--- config.mk ---
export PLATFORM = sky130hd
export DESIGN_NAME = coax_input_conditioner
export DESIGN_NICKNAME = d
export VERILOG_FILES = /design/src/rtl/trig_in_pkg.sv /design/src/rtl/coax_chan_filter.sv /design/src/rtl/coax_input_conditioner.sv
export SDC_FILE = /design/constraint.sdc
export NUM_CORES = 2
export LEC_CHECK = 0
export CAP_MARGIN = 25
export CELL_PAD_IN_SITES_DETAIL_PLACEMENT = 0
export CELL_PAD_IN_SITES_GLOBAL_PLACEMENT = 2
export CORE_AREA = 2 2 446 448
export CTS_BUF_LIST = sky130_fd_sc_hd__clkbuf_4
export DETAILED_ROUTE_END_ITERATION = 7
export DIE_AREA = 0 0 448 450
export GPL_ROUTABILITY_DRIVEN = 0
export PLACE_DENSITY_LB_ADDON = 0.25
export SKIP_CTS_REPAIR_TIMING = 1
export SYNTH_ARGS = -nofsm -noshare
export SYNTH_HDL_FRONTEND = slang
export SYNTH_HIERARCHICAL = 1
export SYNTH_SLANG_ARGS = --single-unit
--- constraint.sdc ---
create_clock -name clk_adc -period 2.9 [get_ports clk_adc]
set_input_delay 0.29 -clock clk_adc [delete_from_list [all_inputs] [get_ports clk_adc]]
set_output_delay 0.29 -clock clk_adc [all_outputs]
set_load 0.1 [all_outputs]
--- src/rtl/trig_in_pkg.sv ---
// Shared defaults and per-channel state record for the coax input front end.
package trig_in_pkg;

  localparam int NCH_DEF     = 16;
  localparam int MINW_W_DEF  = 4;
  localparam int HOLD_W_DEF  = 8;
  localparam int SCAL_W_DEF  = 24;
  localparam int GATE_W_DEF  = 26;
  localparam int STUCK_W_DEF = 16;

  typedef struct packed {
    logic [MINW_W_DEF-1:0]  wcnt;
    logic                   armed;
    logic [HOLD_W_DEF-1:0]  hcnt;
    logic [STUCK_W_DEF-1:0] stuck_cnt;
  } chan_state_t;

  // A programmed width of zero behaves as a single-sample requirement.
  function automatic logic [MINW_W_DEF-1:0] eff_width(input logic [MINW_W_DEF-1:0] min_width);
    eff_width = (min_width == '0) ? MINW_W_DEF'(1) : min_width;
  endfunction

endpackage

--- src/rtl/coax_chan_filter.sv ---
// One coax channel: synchroniser, glitch-width qualifier, one-hit-per-pulse arming,
// per-channel holdoff and stuck-high detection.
module coax_chan_filter
  import trig_in_pkg::*;
#(
  parameter int STUCK_W = STUCK_W_DEF
) (
  input  logic                  clk_adc,
  input  logic                  nrst,
  input  logic                  coax_raw,
  input  logic                  enable,
  input  logic [MINW_W_DEF-1:0] min_width,
  input  logic [HOLD_W_DEF-1:0] holdoff,
  output logic                  hit,
  output logic                  level,
  output logic                  stuck
);

  localparam logic [STUCK_W_DEF-1:0] STUCK_MAX = STUCK_W_DEF'((64'd1 << STUCK_W) - 64'd1);

  logic                  sync1_q, sync1_d, sync2_q, sync2_d;
  logic                  hit_q, hit_d, stuck_q, stuck_d;
  chan_state_t           st_q, st_d;
  logic                  s, qual;
  logic [MINW_W_DEF-1:0] eff;
  logic [MINW_W_DEF:0]   wcnt_inc;

  always_comb begin
    sync1_d  = ~coax_raw;
    sync2_d  = sync1_q;
    s        = sync2_q;
    eff      = eff_width(min_width);
    wcnt_inc = {1'b0, st_q.wcnt} + (MINW_W_DEF+1)'(1);
    // Qualification with holdoff still running consumes the pulse without a hit.
    qual     = enable && s && st_q.armed && (wcnt_inc == {1'b0, eff});
    hit_d    = qual && (st_q.hcnt == '0);
    stuck_d  = enable && s && (st_q.stuck_cnt == STUCK_MAX);

    st_d = st_q;
    if (!enable || !s) begin
      st_d.wcnt      = '0;
      st_d.stuck_cnt = '0;
    end else begin
      if (st_q.wcnt != '1) st_d.wcnt = wcnt_inc[MINW_W_DEF-1:0];
      if (st_q.stuck_cnt != STUCK_MAX) st_d.stuck_cnt = st_q.stuck_cnt + STUCK_W_DEF'(1);
    end

    if (!s) st_d.armed = 1'b1;
    else if (qual) st_d.armed = 1'b0;

    if (hit_d) st_d.hcnt = holdoff;
    else if (st_q.hcnt != '0) st_d.hcnt = st_q.hcnt - HOLD_W_DEF'(1);
  end

  always_ff @(posedge clk_adc or negedge nrst) begin
    if (!nrst) begin
      sync1_q <= 1'b0;
      sync2_q <= 1'b0;
      hit_q   <= 1'b0;
      stuck_q <= 1'b0;
      st_q    <= '{wcnt: '0, armed: 1'b1, hcnt: '0, stuck_cnt: '0};
    end else begin
      sync1_q <= sync1_d;
      sync2_q <= sync2_d;
      hit_q   <= hit_d;
      stuck_q <= stuck_d;
      st_q    <= st_d;
    end
  end

  assign hit   = hit_q;
  assign level = sync2_q;
  assign stuck = stuck_q;

endmodule

--- src/rtl/coax_input_conditioner.sv ---
// Coax front end: NCH filtered channels plus gated hit-rate scalers with a snapshot bank.
module coax_input_conditioner
  import trig_in_pkg::*;
#(
  parameter int NCH     = NCH_DEF,
  parameter int MINW_W  = MINW_W_DEF,
  parameter int HOLD_W  = HOLD_W_DEF,
  parameter int SCAL_W  = SCAL_W_DEF,
  parameter int GATE_W  = GATE_W_DEF,
  parameter int STUCK_W = STUCK_W_DEF
) (
  input  logic              clk_adc,
  input  logic              nrst,
  input  logic [NCH-1:0]    coax_in,
  input  logic [NCH-1:0]    chan_mask,
  input  logic [MINW_W-1:0] min_width,
  input  logic [HOLD_W-1:0] holdoff,
  input  logic              clear_rates,
  input  logic [3:0]        rate_sel,
  output logic [NCH-1:0]    hit_out,
  output logic [NCH-1:0]    level_out,
  output logic [SCAL_W-1:0] rate_out,
  output logic              rate_valid,
  output logic [NCH-1:0]    stuck_out
);

  function automatic logic [SCAL_W-1:0] sat_inc(input logic [SCAL_W-1:0] v);
    sat_inc = (v == '1) ? v : v + SCAL_W'(1);
  endfunction

  logic [NCH-1:0]    hit_w;
  logic [SCAL_W-1:0] live_q [NCH];
  logic [SCAL_W-1:0] live_d [NCH];
  logic [SCAL_W-1:0] snap_q [NCH];
  logic [SCAL_W-1:0] snap_d [NCH];
  logic [GATE_W-1:0] gate_q, gate_d;
  logic [SCAL_W-1:0] rate_out_q, rate_out_d;
  logic              rate_valid_q, rate_valid_d;
  logic              wrap;

  for (genvar g = 0; g < NCH; g++) begin : g_chan
    coax_chan_filter #(.STUCK_W(STUCK_W)) u_filt (
      .clk_adc  (clk_adc),
      .nrst     (nrst),
      .coax_raw (coax_in[g]),
      .enable   (chan_mask[g]),
      .min_width(min_width),
      .holdoff  (holdoff),
      .hit      (hit_w[g]),
      .level    (level_out[g]),
      .stuck    (stuck_out[g])
    );
  end

  always_comb begin
    wrap         = &gate_q;
    gate_d       = gate_q + GATE_W'(1);
    rate_valid_d = wrap;
    rate_out_d   = snap_q[rate_sel];
    for (int c = 0; c < NCH; c++) begin
      live_d[c] = live_q[c];
      snap_d[c] = snap_q[c];
      if (clear_rates) begin
        live_d[c] = '0;
        snap_d[c] = '0;
      end else if (wrap) begin
        // A hit landing on the wrap cycle belongs to the new gate.
        snap_d[c] = live_q[c];
        live_d[c] = SCAL_W'(hit_w[c]);
      end else if (hit_w[c]) begin
        live_d[c] = sat_inc(live_q[c]);
      end
    end
    if (clear_rates) begin
      gate_d       = '0;
      rate_valid_d = 1'b0;
    end
  end

  always_ff @(posedge clk_adc or negedge nrst) begin
    if (!nrst) begin
      gate_q       <= '0;
      rate_out_q   <= '0;
      rate_valid_q <= 1'b0;
      for (int c = 0; c < NCH; c++) begin
        live_q[c] <= '0;
        snap_q[c] <= '0;
      end
    end else begin
      gate_q       <= gate_d;
      rate_out_q   <= rate_out_d;
      rate_valid_q <= rate_valid_d;
      for (int c = 0; c < NCH; c++) begin
        live_q[c] <= live_d[c];
        snap_q[c] <= snap_d[c];
      end
    end
  end

  assign hit_out    = hit_w;
  assign rate_out   = rate_out_q;
  assign rate_valid = rate_valid_q;

endmodule

# Word level (Yosys, flattened, before mapping)
# Index checks and enable logic that the tools add are counted.
# Widths: inputs -> output; s select.
word_totals:
  ff_bits: 1347
  inputBits: 51
  out_inout_bits: 73
  word_cells: 831
op_classes:
  n_addsub: 65
  n_lt_le_gt_ge: 1
  n_eq_ne: 112
  n_mux: 230
  n_bitwise: 17
  n_reduce_logical: 243
op_table:
  columns: ["cell", "n"]
  rows:
  - ["$mux 24", 98]
  - ["$mux 16", 32]
  - ["$add 24x1->24 const B", 16]
  - ["$eq 24x24->1 const B", 16]
  - ["$add 16x1->16 const B", 16]
  - ["$eq 16x16->1 const B", 16]
  - ["$mux 8", 32]
  - ["$ne 16x16->1 const B", 16]
  - ["$mux 4", 33]
  - ["$logic_not 8->1", 16]
  - ["$reduce_bool 8->1", 16]
  - ["$sub 8x1->8 const B", 16]
  - ["$reduce_bool 2->1", 49]
  - ["$bmux 24 s4", 1]
  - ["$add 4x1->5 const B", 16]
  - ["$eq 5x4->1", 16]
  - ["$logic_and 1x1->1", 80]
  - ["$ne 4x4->1 const B", 16]
  - ["$ne 3x3->1 const B", 16]
  - ["$reduce_bool 3->1", 16]
  - ["$mux 1", 33]
  - ["$logic_not 1->1", 32]
  - ["$ne 2x2->1 const B", 16]
  - ["$reduce_and 2->1", 16]
  - ["8 further kinds", 38]

# Logic depth before layout (Yosys ltp)
depth:
  ltp_word: 6
  depth_mapped: 9
  depth_no_buf: 6

# Hierarchy
# The synthesis kept the hierarchy.
by_module_without_submodules:
  columns: ["mod", "n_inst", "cells_each", "area_per_inst_um2", "seq_area_each_um2"]
  rows:
  - ["coax_input_conditioner", 1, 4309, 41071.9, 20494.7]
  - ["coax_chan_filter", 16, 176, 1717.9, 827.0]

# Least setup slack after synthesis
# OpenSTA, ideal clock, no wires.
synth_path:
  path_type: "register -> register"
  start: "reg g_chan[12].u_filt.hit_q"
  end: "reg live_q[95] (netlist bit)"
  setup_time_ns: 0.121
  arrival_ns: 2.415
  t_required_ns: 2.779
  slack_ns: 0.363
  path_stages_with_launch: 7
  path_buffers: 1
  period_less_slack_ns: 2.537
  path_cell_list: "dfrtp_1 -> inv_1 -> or4b_1 -> buf_2 -> a2111oi_0 -> xnor2_1 -> nor2_1"
synth_between:
  elab_chain_cells: 2
synth_rtl:
  columns: ["element", "line", "source"]
  rows:
  - ["start, declared", "coax_chan_filter.sv:22", "logic hit_q, hit_d, stuck_q, stuck_d;"]
  - ["start signal, assigned", "coax_chan_filter.sv:65", "hit_q <= hit_d;"]
  - ["$reduce_bool 3->1 (no source line)", null, null]
  - ["$reduce_and 2->1 (no source line)", null, null]
  - ["end signal, assigned by index", "coax_input_conditioner.sv:94", "live_q[c] <= live_d[c];"]
  - ["end, declared", "coax_input_conditioner.sv:32", "logic [SCAL_W-1:0] live_q [NCH];"]
# No other way between the ends.
# A chain may end at the register's enable or synchronous reset.

# Worst setup path in the final report
layout_path:
  start: "reg snap_q[297] (netlist bit)"
  end: "reg rate_out_q[9], in the netlist rate_out[9]"
layout_between:
  elab_chain_cells: 3
layout_rtl:
  columns: ["element", "line", "source"]
  rows:
  - ["start, declared", "coax_input_conditioner.sv:34", "logic [SCAL_W-1:0] snap_q [NCH];"]
  - ["start signal, assigned by index", "coax_input_conditioner.sv:95", "snap_q[c] <= snap_d[c];"]
  - ["$bmux 24 s4", "coax_input_conditioner.sv:59", "rate_out_d = snap_q[rate_sel];"]
  - ["$mux 24 (implied by the code) (2 in a row)", "coax_input_conditioner.sv:59", null]
  - ["net rate_out_d[9]", "coax_input_conditioner.sv:37", "logic [SCAL_W-1:0] rate_out_q, rate_out_d;"]
  - ["end signal, assigned", "coax_input_conditioner.sv:91", "rate_out_q <= rate_out_d;"]
  - ["end, declared", "coax_input_conditioner.sv:37", null]
# The timed path passes the listed nets, and every way through them passes these cells. The select of a mux whose other input is x is not followed.

==> impl_metrics.toml <==
[outcome]
outcome = "finished, final reports clean"

[sta]
relSlewSlack_pct = 38.84
finalCritPeriodShare_pct = 95.92
fin_skew_ps = 139.6
drv_slew = 0
whs_ps = 167.2
fmax_mhz = 359.5
hold_violations = 0
layout_min_cycle_time_ps = 2782
finalSetupTns_ps = 0
setup_ws_ps = 118.3
finalSetupViolCount = 0
worst_pin_slew_ps = 917.4

[global_routing]
grt_overflow_total = 0
antenna_found_initial = 6
first_global_vias = 54260
grt_max_degree = 176
grt_pass1_wl_microns = 323300
grt_use_total_pct = 20.23

[final_layout]
syn_to_final_growth_pct = 15.48
drive_gt1_share_pct = 15.45
nNetsFinal = 7701
final_area_sq_um = 79170
fin_cells = 10510
fin_util_pct = 40.27

[die]
rows = 163
fp.dieW_microns = 448
core_area_sq_um = 196600
die_y_microns = 450
die_area_sq_um = 201600
start_util_pct = 34.87
io_pins = 124

[synthesis]
synth_edf_count = 0
synth.top_cell.area_share_pct = 48.58
ys_seq_area_share_pct = 49.20
ys_types = 84
postSynth.asyncResetShare_pct = 100.0
syn_avg_cell_area_sq_um = 9.622
yosysMostFrequentCell = "dfrtp_1"
netlist_area_sq_um = 68560
synth_cells = 7125
synth_warnings = 6
synth_top_flop_cell = "dfrtp_1"
ys_seq_elements = 1347
syn_nets = 7241
synth_top_area_cell = "dfrtp_1"
synth_top_cells_by_count = "dfrtp_1, nand2_1, a21oi_1"
netlist_top_cells_area = "dfrtp_1, nand2_1, xnor2_1, a21oi_1, mux4_2"

[placement]
dp_hpwl_microns = 139600
portBuffers = 123
dp_slack_ps = 417.2
place_area_sq_um = 73540
dp.cells = 9740

[detailed_routing]
drt_first_pass_iters = 5
vias = 55290
finalWirelength_microns = 205500
drt.antenna.violating_nets = 0
wire_per_inst_microns = 19.56
drc = 0
drt_iter0_markers = 3682
vias_per_cell = 5.263

[clock_tree]
clock_path_buffers = 4
worst_skew_pair.late_latency_ps = 1380
cts_buffers = 407
clk_pin_slew_ps = 60
htree_levels = 5
cts_sinks = 1347
cts_tree = "done"
root_buffer = "clkbuf_4"

[setup_path]
rr_worst_depth = 4
r2r_end = "rate_out[9]$_DFF_PN0_"
rrSetupSlack_ps = 120
setup.worst_path.start = "snap_q[297]$_DFFE_PN0P_"
critPathArrivalTime_ps = 4010
crit_required_ps = 4130
rr_startpoint = "snap_q[297]$_DFFE_PN0P_"
end_kind = "flip-flop"
path_class = "reg -> reg"
startpoint_type = "flip-flop"
critPathMaxFanout = 2

[run]
maxCapViolations = 0

[power]
ir_worst_vdd_v = 0.0003756
total_power_mw = 38.45
p_leak_nw = 31.66
power.density_nw_per_um2 = 485.7

[hold_path]
hp-class = "in -> async"
[report_power, final]
| part | total (mW) | switching, mW | internal, mW |
|---|---|---|---|
| clock network | 17.8 | 8.61 | 9.21 |
| logic | 1.67 | 1.17 | 0.505 |
| registers | 19.0 | 0.0808 | 18.9 |
[sequential cells by signal, summed over array words and instances, names as in the netlist]
name	count
g_chan.u_filt/hit	16
g_chan.u_filt/sync1_q	16
g_chan.u_filt/st_q	464
gate_q	26
live_q	384
rate_out	24
rate_valid	1
snap_q	384
g_chan.u_filt/stuck	16
g_chan.u_filt/level	16
[per-layer routing]
metal	vias to the layer above	wire length [microns]	global-route usage, %
met5	-	11	0
li1	26340	-	-
met2	1159	93850	31.15
met4	2	7032	7.681
met3	419	8633	3.403
met1	27370	95970	28.41
[how the worst max path moves through the flow]
stage	end	slack [ps]	cells past startpoint
final	rate_out[9]$_DFF_PN0_	120	4
after detailed placement	live_q[164]$_DFFE_PN0P_	420	6
after global placement	live_q[164]$_DFFE_PN0P_	480	6
after CTS	hit_out[4]	-290	2
after floorplan	live_q[95]$_DFFE_PN0P_	360	6
after global routing	hit_out[4]	-30	2
[worst max-delay path, stage by stage (launching register included)]
cell and delay [ps]:
dfrtp_1 450, mux4_2 530, dlygate4sd3_1 620, mux4_2 460, dlygate4sd3_1 570
[logic make-up (layout without fill, tap and decap cells)]
| kind of cell | after synthesis | count (layout) | synth area share [%] |
|---|---|---|---|
| muxes | 190 | 190 | 4.993 |
| AOI/OAI and AO/OA | 1295 | 1295 | 11.51 |
| DFF | 1347 | 1347 | 49.20 |
| and+or+nand+nor | 3134 | 3134 | 22.66 |
| other | 0 | 9 | 0 |
| buffers and inverters | 523 | 1255 | 3.161 |
| adders and majority gates | 65 | 65 | 1.186 |
| xor gates and xnor gates | 571 | 571 | 7.295 |
[final cells by class]
type,count,area (sq um)
Tap cell,2640,3303
Inverter,154,578.1
Antenna cell,9,22.52
Clock inverter,98,422.9
Clock buffer,583,4377
Multi-Input combinational cell,5255,32710
Fill cell,19960,117400
Timing Repair Buffer,420,4029
Sequential cell,1347,33730
[layout by cell type (no fill, tap or decap), types with 68 or more instances in the layout]
cell / n
a211oi_1: 99
a21oi_1: 711
and3_1: 82
buf_4: 250
clkbuf_4: 583
clkinv_1: 76
dfrtp_1: 1326
dlygate4sd3_1: 74
inv_1: 154
mux4_2: 120
nand2_1: 1156
nand3_1: 293
nand4_1: 162
nor2_1: 641
nor3_1: 224
o21ai_0: 148
o31ai_1: 68
or3_1: 104
or4_1: 82
xnor2_1: 464
xor2_1: 107
(Power assumes the default switching activity.)
